===== src/rtl/mc_ctrl_pkg.sv =====
// Shared definitions for the multicycle processor controller:
// state encoding, opcode constants, ALU operation codes and the control word.
package mc_ctrl_pkg;

  typedef enum logic [3:0] {
    S_FETCH   = 4'd0,
    S_DECODE  = 4'd1,
    S_MEMADR  = 4'd2,
    S_MEMRD   = 4'd3,
    S_MEMWB   = 4'd4,
    S_MEMWR   = 4'd5,
    S_EXECUTE = 4'd6,
    S_ALUWB   = 4'd7,
    S_BRANCH  = 4'd8,
    S_ADDIEX  = 4'd9,
    S_ADDIWB  = 4'd10,
    S_JUMP    = 4'd11
  } state_t;

  localparam logic [5:0] OPC_RTYPE = 6'b000000;
  localparam logic [5:0] OPC_LW    = 6'b100011;
  localparam logic [5:0] OPC_SW    = 6'b101011;
  localparam logic [5:0] OPC_BEQ   = 6'b000100;
  localparam logic [5:0] OPC_ADDI  = 6'b001000;
  localparam logic [5:0] OPC_J     = 6'b000010;

  typedef enum logic [1:0] {
    ALU_ADD   = 2'b00,
    ALU_SUB   = 2'b01,
    ALU_FUNCT = 2'b10
  } alu_op_t;

  localparam logic [1:0] SRCB_REG   = 2'b00;
  localparam logic [1:0] SRCB_FOUR  = 2'b01;
  localparam logic [1:0] SRCB_IMM   = 2'b10;
  localparam logic [1:0] SRCB_SHIMM = 2'b11;

  localparam logic [1:0] PCSRC_ALU    = 2'b00;
  localparam logic [1:0] PCSRC_ALUOUT = 2'b01;
  localparam logic [1:0] PCSRC_JUMP   = 2'b10;

  typedef struct packed {
    logic       iord;
    logic       ir_write;
    logic       mem_write;
    logic       reg_write;
    logic       reg_dst;
    logic       mem_to_reg;
    logic       pc_write;
    logic       branch;
    logic       alu_src_a;
    logic [1:0] alu_src_b;
    alu_op_t    alu_op;
    logic [1:0] pc_src;
    logic       instr_done;
  } ctrl_t;

  // States that stall on the memory handshake.
  function automatic logic is_mem_state(state_t s);
    return (s == S_FETCH) || (s == S_MEMRD) || (s == S_MEMWR);
  endfunction

endpackage


===== src/rtl/multicycle_control_if.sv =====
// Controller <-> datapath signal bundle. The controller side uses the
// master modport; the datapath (or a testbench) uses the slave modport.
interface multicycle_control_if;

  logic [5:0] Opcode;
  logic       MemReady;
  logic       IorD;
  logic       IRWrite;
  logic       MemWrite;
  logic       RegWrite;
  logic       RegDst;
  logic       MemtoReg;
  logic       PCWrite;
  logic       Branch;
  logic       ALUSrcA;
  logic [1:0] ALUSrcB;
  logic [1:0] ALUOp;
  logic [1:0] PCSrc;
  logic       InstrDone;
  logic       IllegalOp;
  logic [3:0] State;

  modport master (
    input  Opcode, MemReady,
    output IorD, IRWrite, MemWrite, RegWrite, RegDst, MemtoReg, PCWrite,
           Branch, ALUSrcA, ALUSrcB, ALUOp, PCSrc, InstrDone, IllegalOp, State
  );

  modport slave (
    output Opcode, MemReady,
    input  IorD, IRWrite, MemWrite, RegWrite, RegDst, MemtoReg, PCWrite,
           Branch, ALUSrcA, ALUSrcB, ALUOp, PCSrc, InstrDone, IllegalOp, State
  );

endinterface


===== src/rtl/mc_ctrl_decode.sv =====
// Combinational output decode: state plus memory handshake to control word.
// Only the memory states look at mem_ready; everything else is pure Moore.
module mc_ctrl_decode
  import mc_ctrl_pkg::*;
(
  input  state_t state,
  input  logic   mem_ready,
  output ctrl_t  ctrl
);

  always_comb begin
    ctrl = '0;
    unique case (state)
      S_FETCH: begin
        ctrl.alu_src_b = SRCB_FOUR;
        ctrl.ir_write  = mem_ready;
        ctrl.pc_write  = mem_ready;
      end
      S_DECODE: begin
        ctrl.alu_src_b = SRCB_SHIMM;
      end
      S_MEMADR: begin
        ctrl.alu_src_a = 1'b1;
        ctrl.alu_src_b = SRCB_IMM;
      end
      S_MEMRD: begin
        ctrl.iord = 1'b1;
      end
      S_MEMWB: begin
        ctrl.mem_to_reg = 1'b1;
        ctrl.reg_write  = 1'b1;
        ctrl.instr_done = 1'b1;
      end
      S_MEMWR: begin
        // Write strobe held through wait cycles; done only on completion.
        ctrl.iord       = 1'b1;
        ctrl.mem_write  = 1'b1;
        ctrl.instr_done = mem_ready;
      end
      S_EXECUTE: begin
        ctrl.alu_src_a = 1'b1;
        ctrl.alu_op    = ALU_FUNCT;
      end
      S_ALUWB: begin
        ctrl.reg_dst    = 1'b1;
        ctrl.reg_write  = 1'b1;
        ctrl.instr_done = 1'b1;
      end
      S_BRANCH: begin
        ctrl.alu_src_a  = 1'b1;
        ctrl.alu_op     = ALU_SUB;
        ctrl.pc_src     = PCSRC_ALUOUT;
        ctrl.branch     = 1'b1;
        ctrl.instr_done = 1'b1;
      end
      S_ADDIEX: begin
        ctrl.alu_src_a = 1'b1;
        ctrl.alu_src_b = SRCB_IMM;
      end
      S_ADDIWB: begin
        ctrl.reg_write  = 1'b1;
        ctrl.instr_done = 1'b1;
      end
      S_JUMP: begin
        ctrl.pc_src     = PCSRC_JUMP;
        ctrl.pc_write   = 1'b1;
        ctrl.instr_done = 1'b1;
      end
      default: ctrl = '0;
    endcase
  end

endmodule


===== src/rtl/multicycle_control.sv =====
// Multicycle processor main controller: state register and next-state logic;
// output strobes come from mc_ctrl_decode.
module multicycle_control
  import mc_ctrl_pkg::*;
#(
  parameter logic [5:0] OP_RTYPE = OPC_RTYPE,
  parameter logic [5:0] OP_LW    = OPC_LW,
  parameter logic [5:0] OP_SW    = OPC_SW,
  parameter logic [5:0] OP_BEQ   = OPC_BEQ,
  parameter logic [5:0] OP_ADDI  = OPC_ADDI,
  parameter logic [5:0] OP_J     = OPC_J
) (
  input  logic                  clk,
  input  logic                  rst,
  multicycle_control_if.master  bus
);

  state_t state_reg;
  state_t state_next;
  logic   illegal_op;
  ctrl_t  ctrl;

  always_ff @(posedge clk or posedge rst) begin
    if (rst) begin
      state_reg <= S_FETCH;
    end else begin
      state_reg <= state_next;
    end
  end

  // Opcode is only consulted in DECODE and MEMADR.
  always_comb begin
    state_next = state_reg;
    illegal_op = 1'b0;
    unique case (state_reg)
      S_FETCH:   state_next = bus.MemReady ? S_DECODE : S_FETCH;
      S_DECODE: begin
        if (bus.Opcode == OP_LW || bus.Opcode == OP_SW) begin
          state_next = S_MEMADR;
        end else if (bus.Opcode == OP_RTYPE) begin
          state_next = S_EXECUTE;
        end else if (bus.Opcode == OP_BEQ) begin
          state_next = S_BRANCH;
        end else if (bus.Opcode == OP_ADDI) begin
          state_next = S_ADDIEX;
        end else if (bus.Opcode == OP_J) begin
          state_next = S_JUMP;
        end else begin
          state_next = S_FETCH;
          illegal_op = 1'b1;
        end
      end
      S_MEMADR:  state_next = (bus.Opcode == OP_SW) ? S_MEMWR : S_MEMRD;
      S_MEMRD:   state_next = bus.MemReady ? S_MEMWB : S_MEMRD;
      S_MEMWR:   state_next = bus.MemReady ? S_FETCH : S_MEMWR;
      S_EXECUTE: state_next = S_ALUWB;
      S_ADDIEX:  state_next = S_ADDIWB;
      S_MEMWB, S_ALUWB, S_ADDIWB, S_BRANCH, S_JUMP:
                 state_next = S_FETCH;
      default:   state_next = S_FETCH;
    endcase
  end

  mc_ctrl_decode u_decode (
    .state     (state_reg),
    .mem_ready (bus.MemReady),
    .ctrl      (ctrl)
  );

  assign bus.IorD      = ctrl.iord;
  assign bus.IRWrite   = ctrl.ir_write;
  assign bus.MemWrite  = ctrl.mem_write;
  assign bus.RegWrite  = ctrl.reg_write;
  assign bus.RegDst    = ctrl.reg_dst;
  assign bus.MemtoReg  = ctrl.mem_to_reg;
  assign bus.PCWrite   = ctrl.pc_write;
  assign bus.Branch    = ctrl.branch;
  assign bus.ALUSrcA   = ctrl.alu_src_a;
  assign bus.ALUSrcB   = ctrl.alu_src_b;
  assign bus.ALUOp     = ctrl.alu_op;
  assign bus.PCSrc     = ctrl.pc_src;
  assign bus.InstrDone = ctrl.instr_done;
  assign bus.IllegalOp = illegal_op;
  assign bus.State     = state_reg;

endmodule


===== src/flat_wrapper.sv =====
// flat-port wrapper written by rule: the top's interface ports become plain ports
module multicycle_control_flat import mc_ctrl_pkg::*;
#(
  parameter logic [5:0] OP_RTYPE = OPC_RTYPE,
  parameter logic [5:0] OP_LW    = OPC_LW,
  parameter logic [5:0] OP_SW    = OPC_SW,
  parameter logic [5:0] OP_BEQ   = OPC_BEQ,
  parameter logic [5:0] OP_ADDI  = OPC_ADDI,
  parameter logic [5:0] OP_J     = OPC_J
)
  (clk, rst, bus_Opcode, bus_MemReady, bus_IorD, bus_IRWrite, bus_MemWrite, bus_RegWrite, bus_RegDst, bus_MemtoReg, bus_PCWrite, bus_Branch, bus_ALUSrcA, bus_ALUSrcB, bus_ALUOp, bus_PCSrc, bus_InstrDone, bus_IllegalOp, bus_State);
  multicycle_control_if bus_i ();
  input  logic clk;
  input  logic rst;
  input wire logic [$bits(bus_i.Opcode)-1:0] bus_Opcode;
  input wire logic [$bits(bus_i.MemReady)-1:0] bus_MemReady;
  output wire logic [$bits(bus_i.IorD)-1:0] bus_IorD;
  output wire logic [$bits(bus_i.IRWrite)-1:0] bus_IRWrite;
  output wire logic [$bits(bus_i.MemWrite)-1:0] bus_MemWrite;
  output wire logic [$bits(bus_i.RegWrite)-1:0] bus_RegWrite;
  output wire logic [$bits(bus_i.RegDst)-1:0] bus_RegDst;
  output wire logic [$bits(bus_i.MemtoReg)-1:0] bus_MemtoReg;
  output wire logic [$bits(bus_i.PCWrite)-1:0] bus_PCWrite;
  output wire logic [$bits(bus_i.Branch)-1:0] bus_Branch;
  output wire logic [$bits(bus_i.ALUSrcA)-1:0] bus_ALUSrcA;
  output wire logic [$bits(bus_i.ALUSrcB)-1:0] bus_ALUSrcB;
  output wire logic [$bits(bus_i.ALUOp)-1:0] bus_ALUOp;
  output wire logic [$bits(bus_i.PCSrc)-1:0] bus_PCSrc;
  output wire logic [$bits(bus_i.InstrDone)-1:0] bus_InstrDone;
  output wire logic [$bits(bus_i.IllegalOp)-1:0] bus_IllegalOp;
  output wire logic [$bits(bus_i.State)-1:0] bus_State;
  assign bus_i.Opcode = bus_Opcode;
  assign bus_i.MemReady = bus_MemReady;
  assign bus_IorD = bus_i.IorD;
  assign bus_IRWrite = bus_i.IRWrite;
  assign bus_MemWrite = bus_i.MemWrite;
  assign bus_RegWrite = bus_i.RegWrite;
  assign bus_RegDst = bus_i.RegDst;
  assign bus_MemtoReg = bus_i.MemtoReg;
  assign bus_PCWrite = bus_i.PCWrite;
  assign bus_Branch = bus_i.Branch;
  assign bus_ALUSrcA = bus_i.ALUSrcA;
  assign bus_ALUSrcB = bus_i.ALUSrcB;
  assign bus_ALUOp = bus_i.ALUOp;
  assign bus_PCSrc = bus_i.PCSrc;
  assign bus_InstrDone = bus_i.InstrDone;
  assign bus_IllegalOp = bus_i.IllegalOp;
  assign bus_State = bus_i.State;
  multicycle_control #(.OP_RTYPE(OP_RTYPE), .OP_LW(OP_LW), .OP_SW(OP_SW), .OP_BEQ(OP_BEQ), .OP_ADDI(OP_ADDI), .OP_J(OP_J)) u_core (.clk(clk), .rst(rst), .bus(bus_i));
endmodule

===== config.mk =====
export PLATFORM = sky130hd
export DESIGN_NAME = multicycle_control_flat
export DESIGN_NICKNAME = d
export VERILOG_FILES = /design/src/rtl/mc_ctrl_pkg.sv /design/src/rtl/multicycle_control_if.sv /design/src/rtl/mc_ctrl_decode.sv /design/src/rtl/multicycle_control.sv /design/src/flat_wrapper.sv
export SDC_FILE = /design/constraint.sdc
export NUM_CORES = 1
export LEC_CHECK = 0
export CORE_MARGIN = 10
export CORE_UTILIZATION = 34
export DETAILED_ROUTE_END_ITERATION = 8
export GPL_TIMING_DRIVEN = 0
export PLACE_DENSITY = 0.74
export SYNTH_ARGS = -nofsm -noshare
export SYNTH_HDL_FRONTEND = slang
export SYNTH_SLANG_ARGS = --single-unit

===== constraint.sdc =====
create_clock -name clk -period 1.2 [get_ports clk]
set_input_delay 0.3 -clock clk [delete_from_list [all_inputs] [get_ports clk]]
set_output_delay 0.3 -clock clk [all_outputs]
set_load 0.1 [all_outputs]

==> flow_summary.ini, run 1 <==
[clock_network]
number_of_buffers_inserted_during_clock_tree_synthesis = 3
postCtsSetupRepairBufs = 17
cts_htree_levels = 1
cts_hold_buffers = 0
cts_resized = 209
cts_buffer_depth = 2
root_buffer = sky130_fd_sc_hd__clkbuf_4
clock-sinks = 4

[synth]
seq_area_frac_synth_pct = 17.7
most_area_hungry_cell_type_in_the_yosys_netlist = sky130_fd_sc_hd__dfrtp_1
synth_cell_type_count = 34
synth-main-ff-cell = sky130_fd_sc_hd__dfrtp_1
number_of_flops_mapped_to_enable_cells_by_yosys = 0
synth_warnings = 0
ys_ff_latch = 4
synthCells = 77
post_synth_instance_area_um2 = 567
synth_area_per_cell_um2 = 7.36
synth_fp_nets = 86
synth_largest_type_area_fraction_pct = 17.7
async_flop_share_pct = 100
synthTopCellsByArea = sky130_fd_sc_hd__dfrtp_1 18%, sky130_fd_sc_hd__nand2b_1 7.7%, sky130_fd_sc_hd__nor2_1 6.6%, sky130_fd_sc_hd__nor3_1 6.2%, sky130_fd_sc_hd__nor4b_4 4.2%

[die]
floorplan.die.width_um = 60.8
initial_utilization_pct = 36.8
std_cell_rows = 14
fp.dieH_um = 60.8
io_pins = 30

[status]
outcome = did not finish
toolErrorMsg = [ERROR DPL-0038] Utilization greater than 100%, impossible to legalize
failing_step = clock tree synthesis

[placed_design]
placed_cells = 122
io_buffer_count = 29
post-dp-hpwl_um = 1550
gpl.final_weighted_congestion = 0.790
==> kinds of logic after synthesis <==
group	Yosys count	share of synthesized area (%)
XOR/XNOR	2	3.09
AO/OA/AOI/OAI	16	20.8
buffers and inverters	10	10.2
flip-flops	4	17.7
AND/OR/NAND/NOR	45	48.3
==> Yosys cell counts (2+ instances only) <==
master	number
sky130_fd_sc_hd__inv_1	3
sky130_fd_sc_hd__nand2_1	5
sky130_fd_sc_hd__o22ai_1	2
sky130_fd_sc_hd__nand2b_1	7
sky130_fd_sc_hd__a21oi_1	4
sky130_fd_sc_hd__o211a_1	2
sky130_fd_sc_hd__nor3b_1	2
sky130_fd_sc_hd__nor3_1	7
sky130_fd_sc_hd__nor4b_1	2
sky130_fd_sc_hd__dfrtp_1	4
sky130_fd_sc_hd__o21ai_0	2
sky130_fd_sc_hd__and3_1	2
sky130_fd_sc_hd__buf_4	2
sky130_fd_sc_hd__buf_2	4
sky130_fd_sc_hd__nor2_1	10
==> stage by stage <==
stage / setup WS, ns / area, µm²
3_5_place_dp: -1.80 / 1110
3_3_place_gp: -1.79 / 1110
2_1_floorplan: -1.23 / 803
==> run 2: changes to the inputs <==
--- a/config.mk
+++ b/config.mk
@@ -5,11 +5,11 @@
 export SDC_FILE = /design/constraint.sdc
 export NUM_CORES = 1
 export LEC_CHECK = 0
-export CORE_MARGIN = 10
-export CORE_UTILIZATION = 34
+export CORE_AREA = 10 10 71 73
 export DETAILED_ROUTE_END_ITERATION = 8
+export DIE_AREA = 0 0 81 83
 export GPL_TIMING_DRIVEN = 0
-export PLACE_DENSITY = 0.74
+export PLACE_DENSITY_LB_ADDON = 0.15
 export SYNTH_ARGS = -nofsm -noshare
 export SYNTH_HDL_FRONTEND = slang
 export SYNTH_SLANG_ARGS = --single-unit
==> constraint.sdc (replaced) <==
create_clock -name clk -period 1.6 [get_ports clk]
set_input_delay 0.4 -clock clk [delete_from_list [all_inputs] [get_ports clk]]
set_output_delay 0.4 -clock clk [all_outputs]
set_load 0.1 [all_outputs]
==> run 2 against run 1 <==
Compared with the run above: the flow now finishes, with violations (negative setup slack); synthesized cell count is the same; area after synthesis stayed put.
==> flow_summary.ini, run 2 <==
[status]
outcome = finished, violations left
violated_checks = negative setup slack

[timing]
worstMarginPinSlew_ns = 0.955
setup_viol = 18
post-route-period-util_pct = 123
max_freq_mhz = 509
fin_tns_setup_ns = -5.28
period_needed_ns = 1.96
slew_headroom_pct = 36.6
grt_setup_unrepaired = yes
setup_slack_ns = -0.365
fin_worst_skew_ns = 0.000188
maxSlewViolCount = 0
final_hold_viol_count = 0

[grt]
grt_antenna_before_repair = 0
vias_in_the_first_global_route = 830
grt_remaining_overflow = 0
largest_net_degree_at_the_start_of_global_routing = 11
grt_first_pass_wirelength_um = 4090
global_route.usage.total_pct = 7.21

[route]
detailedRoute.firstPassIterationCount = 3
routed-via-count = 793
detail_route.wl_per_cell_um = 13.6
detail_route.drc_violations = 0
number_of_design_rule_violations_left_by_the_first_detailed_router_iteration = 23
antenna_viol_nets_final = 0
vias_per_cell = 4.43
drt-total-wl_um = 2440

[synth]
synth_fp_nets = 86
synth_cell_type_count = 34
yosys.area_share.simple_pct = 48.3
synth_area_per_cell_um2 = 7.36
synth_compound_area_share_pct = 20.8
synth.cells.most_frequent = 10 x sky130_fd_sc_hd__nor2_1, 7 x sky130_fd_sc_hd__nand2b_1, 7 x sky130_fd_sc_hd__nor3_1, 5 x sky130_fd_sc_hd__nand2_1
synth_most_common_cell = sky130_fd_sc_hd__nor2_1
synth_adder_area_share_pct = 0
number_of_flops_mapped_to_enable_cells_by_yosys = 0
synth_largest_type_area_fraction_pct = 17.7
async_flop_share_pct = 100
most_area_hungry_cell_type_in_the_yosys_netlist = sky130_fd_sc_hd__dfrtp_1
synthTopCellsByArea = sky130_fd_sc_hd__dfrtp_1 18%, sky130_fd_sc_hd__nand2b_1 7.7%, sky130_fd_sc_hd__nor2_1 6.6%, sky130_fd_sc_hd__nor3_1 6.2%, sky130_fd_sc_hd__nor4b_4 4.2%
synthCells = 77
mux_share_of_post_synthesis_cell_area_pct = 0
ys_ff_latch = 4
seq_area_frac_synth_pct = 17.7
synth_warnings = 0
post_synth_instance_area_um2 = 567
synth-main-ff-cell = sky130_fd_sc_hd__dfrtp_1
post_synth_xor_area_fraction_pct = 3.09
dominant_combinational_cell_family_by_area_after_synthesis = simple AND/OR/NAND/NOR gates

[setup_path]
worst_setup_path_startpoint = u_core.bus.State[0]
worstSetupPathDepth = 4
path_class = flip-flop to output port
worst-path-buf-inv = 1
timing.critical_path.cells = nand2b_4, or2_4, a21oi_4, buf_12
critical_path_arrival_ns = 1.56
crit_end_element = output port
setup.worst_path.end = bus_ALUSrcB[1]
timing.critical_path.from_type = flip-flop
worst_path_dominant_cell_family = flip-flops
reg2reg_setup_slack_ns = 0.12
regToRegEndpoint = u_core.bus.State[2]
reg2reg_depth = 5
slowest_stage = sky130_fd_sc_hd__dfrtp_4
crit_required_ns = 1.20
critical_path.reg2reg.startpoint = u_core.bus.State[2]
cp_slowest_stage_delay_ns = 0.51
critical_path.max_fanout = 6

[power_and_ir_drop]
intPower_uw = 1570
power.share.switching_pct = 52.7
seqPwrFrac_pct = 6.0
p_sw_uw = 1750
comb_power_share_pct = 87.8
power.leakage_uw = 0.000714
totalPowerFinal_uw = 3320
max-vdd-ir-drop_uv = 1010
clockPowerShare_pct = 6.2
powerDensity_nw_per_um2 = 1870

[placed_design]
post-dp-hpwl_um = 1650
io_buffer_count = 29
placed_cells = 154
gpl.final_weighted_congestion = 0.709

[clock_network]
clk-insertion-delay-late_ns = 0.21
number_of_buffers_inserted_during_clock_tree_synthesis = 3
clock-sinks = 4
cts_hold_buffers = 0
tritoncts = yes
cts_htree_levels = 1
cts_buffer_depth = 2
root_buffer = sky130_fd_sc_hd__clkbuf_8
clk_pin_slew_worst_paths_ns = 0.03

[cells_and_area]
synthToLayoutAreaGrowth_pct = 213
mostFrequentLayoutCell = sky130_fd_sc_hd__buf_12
post_route_cells_drive_above_1_share_pct = 71.8
insertedDiodeCount = 0
layout.nets = 142
final-instance-count-excl-fill = 179
number_of_flip_flops_in_the_largest_register = 4
most_used_cells_in_the_layout_excluding_fill_and_tap_cells = 25 x sky130_fd_sc_hd__buf_12, 11 x sky130_fd_sc_hd__buf_4, 6 x sky130_fd_sc_hd__nand2b_4, 6 x sky130_fd_sc_hd__nor2_4, 6 x sky130_fd_sc_hd__dlygate4sd2_1

[die]
std_cell_rows = 22
initial_utilization_pct = 15.6
die_area_um2 = 6720
fp.dieH_um = 83
io_pins = 30
floorplan.die.width_um = 81
core-area_um2 = 3630

[run]
max-cap-violations = 0

[min_path]
worstHoldPathType = primary input to asynchronous set/reset pin
[run 2: cell counts after synthesis]
Identical to the previous run, type by type.
[run 2: how the worst min path moves through the flow]
stage	from	slack [ns]	to	depth (start not counted)
4_1_cts	rst	0.38	u_core.bus.State[3]	2
5_1_grt	rst	0.39	u_core.bus.State[3]	2
6_report	rst	0.38	u_core.bus.State[2]	2
3_3_place_gp	rst	0.59	u_core.bus.State[2]	2
2_1_floorplan	rst	0.17	u_core.bus.State[0]	1
3_5_place_dp	rst	0.61	u_core.bus.State[2]	2
[run 2: stage by stage]
stage / instance area (µm²) / hold slack (ns) / utilization [%] / worst slack (ns)
finish: 1770 / 0.383 / 48.8 / -0.365
global route: 1770 / 0.395 / 48.8 / -0.414
CTS: 1690 / 0.383 / 46.4 / -0.369
detailed placement: 1150 / 0.612 / 31.7 / -1.63
global placement: 1150 / 0.592 / 31.7 / -1.63
floorplan: 803 / 0.166 / - / -0.928
[run 2: repair_timing]
action,in CTS,in global routing
setup buffers,16,4
endpoints found under the hold margin,0,0
pin swaps,9,7
resized for setup,201,13
cloned,2,0
endpoints found under the setup margin,21,19
[run 2: logic make-up (layout without fill, tap and decap cells)]
kind of cell | after synthesis | count (layout)
and+or+nand+nor | 45 | 45
AOI/OAI and AO/OA | 16 | 16
buffers and inverters | 10 | 64
DFF | 4 | 4
xor gates and xnor gates | 2 | 2
[run 2: power by group through the flow]
stage / Sequential (µW) / Clock [µW] / Combinational, µW
global placement: 203 / 0 / 2010
detailed placement: 203 / 0 / 2010
global route: 208 / 225 / 3030
CTS: 193 / 219 / 2780
finish: 199 / 207 / 2920
floorplan: 388 / 0 / 1450
[run 2: final cells by class]
cell class / instances / area (µm²)
inverter: 3 / 11.3
tap: 48 / 60.1
sequential: 4 / 115
timing repair buffer: 51 / 713
buffer: 7 / 130
fill: 348 / 1860
multi-input combinational: 63 / 701
clock buffer: 3 / 41.3
[run 2: routing by layer]
layer	wire length, µm	up-vias	GRT usage (%)
li1	-	398	-
met1	1050	370	8.92
met2	1200	23	11.7
met3	172	2	2.37
met4	19	0	1.41
met5	0	-	0
(Power assumes the default switching activity.)
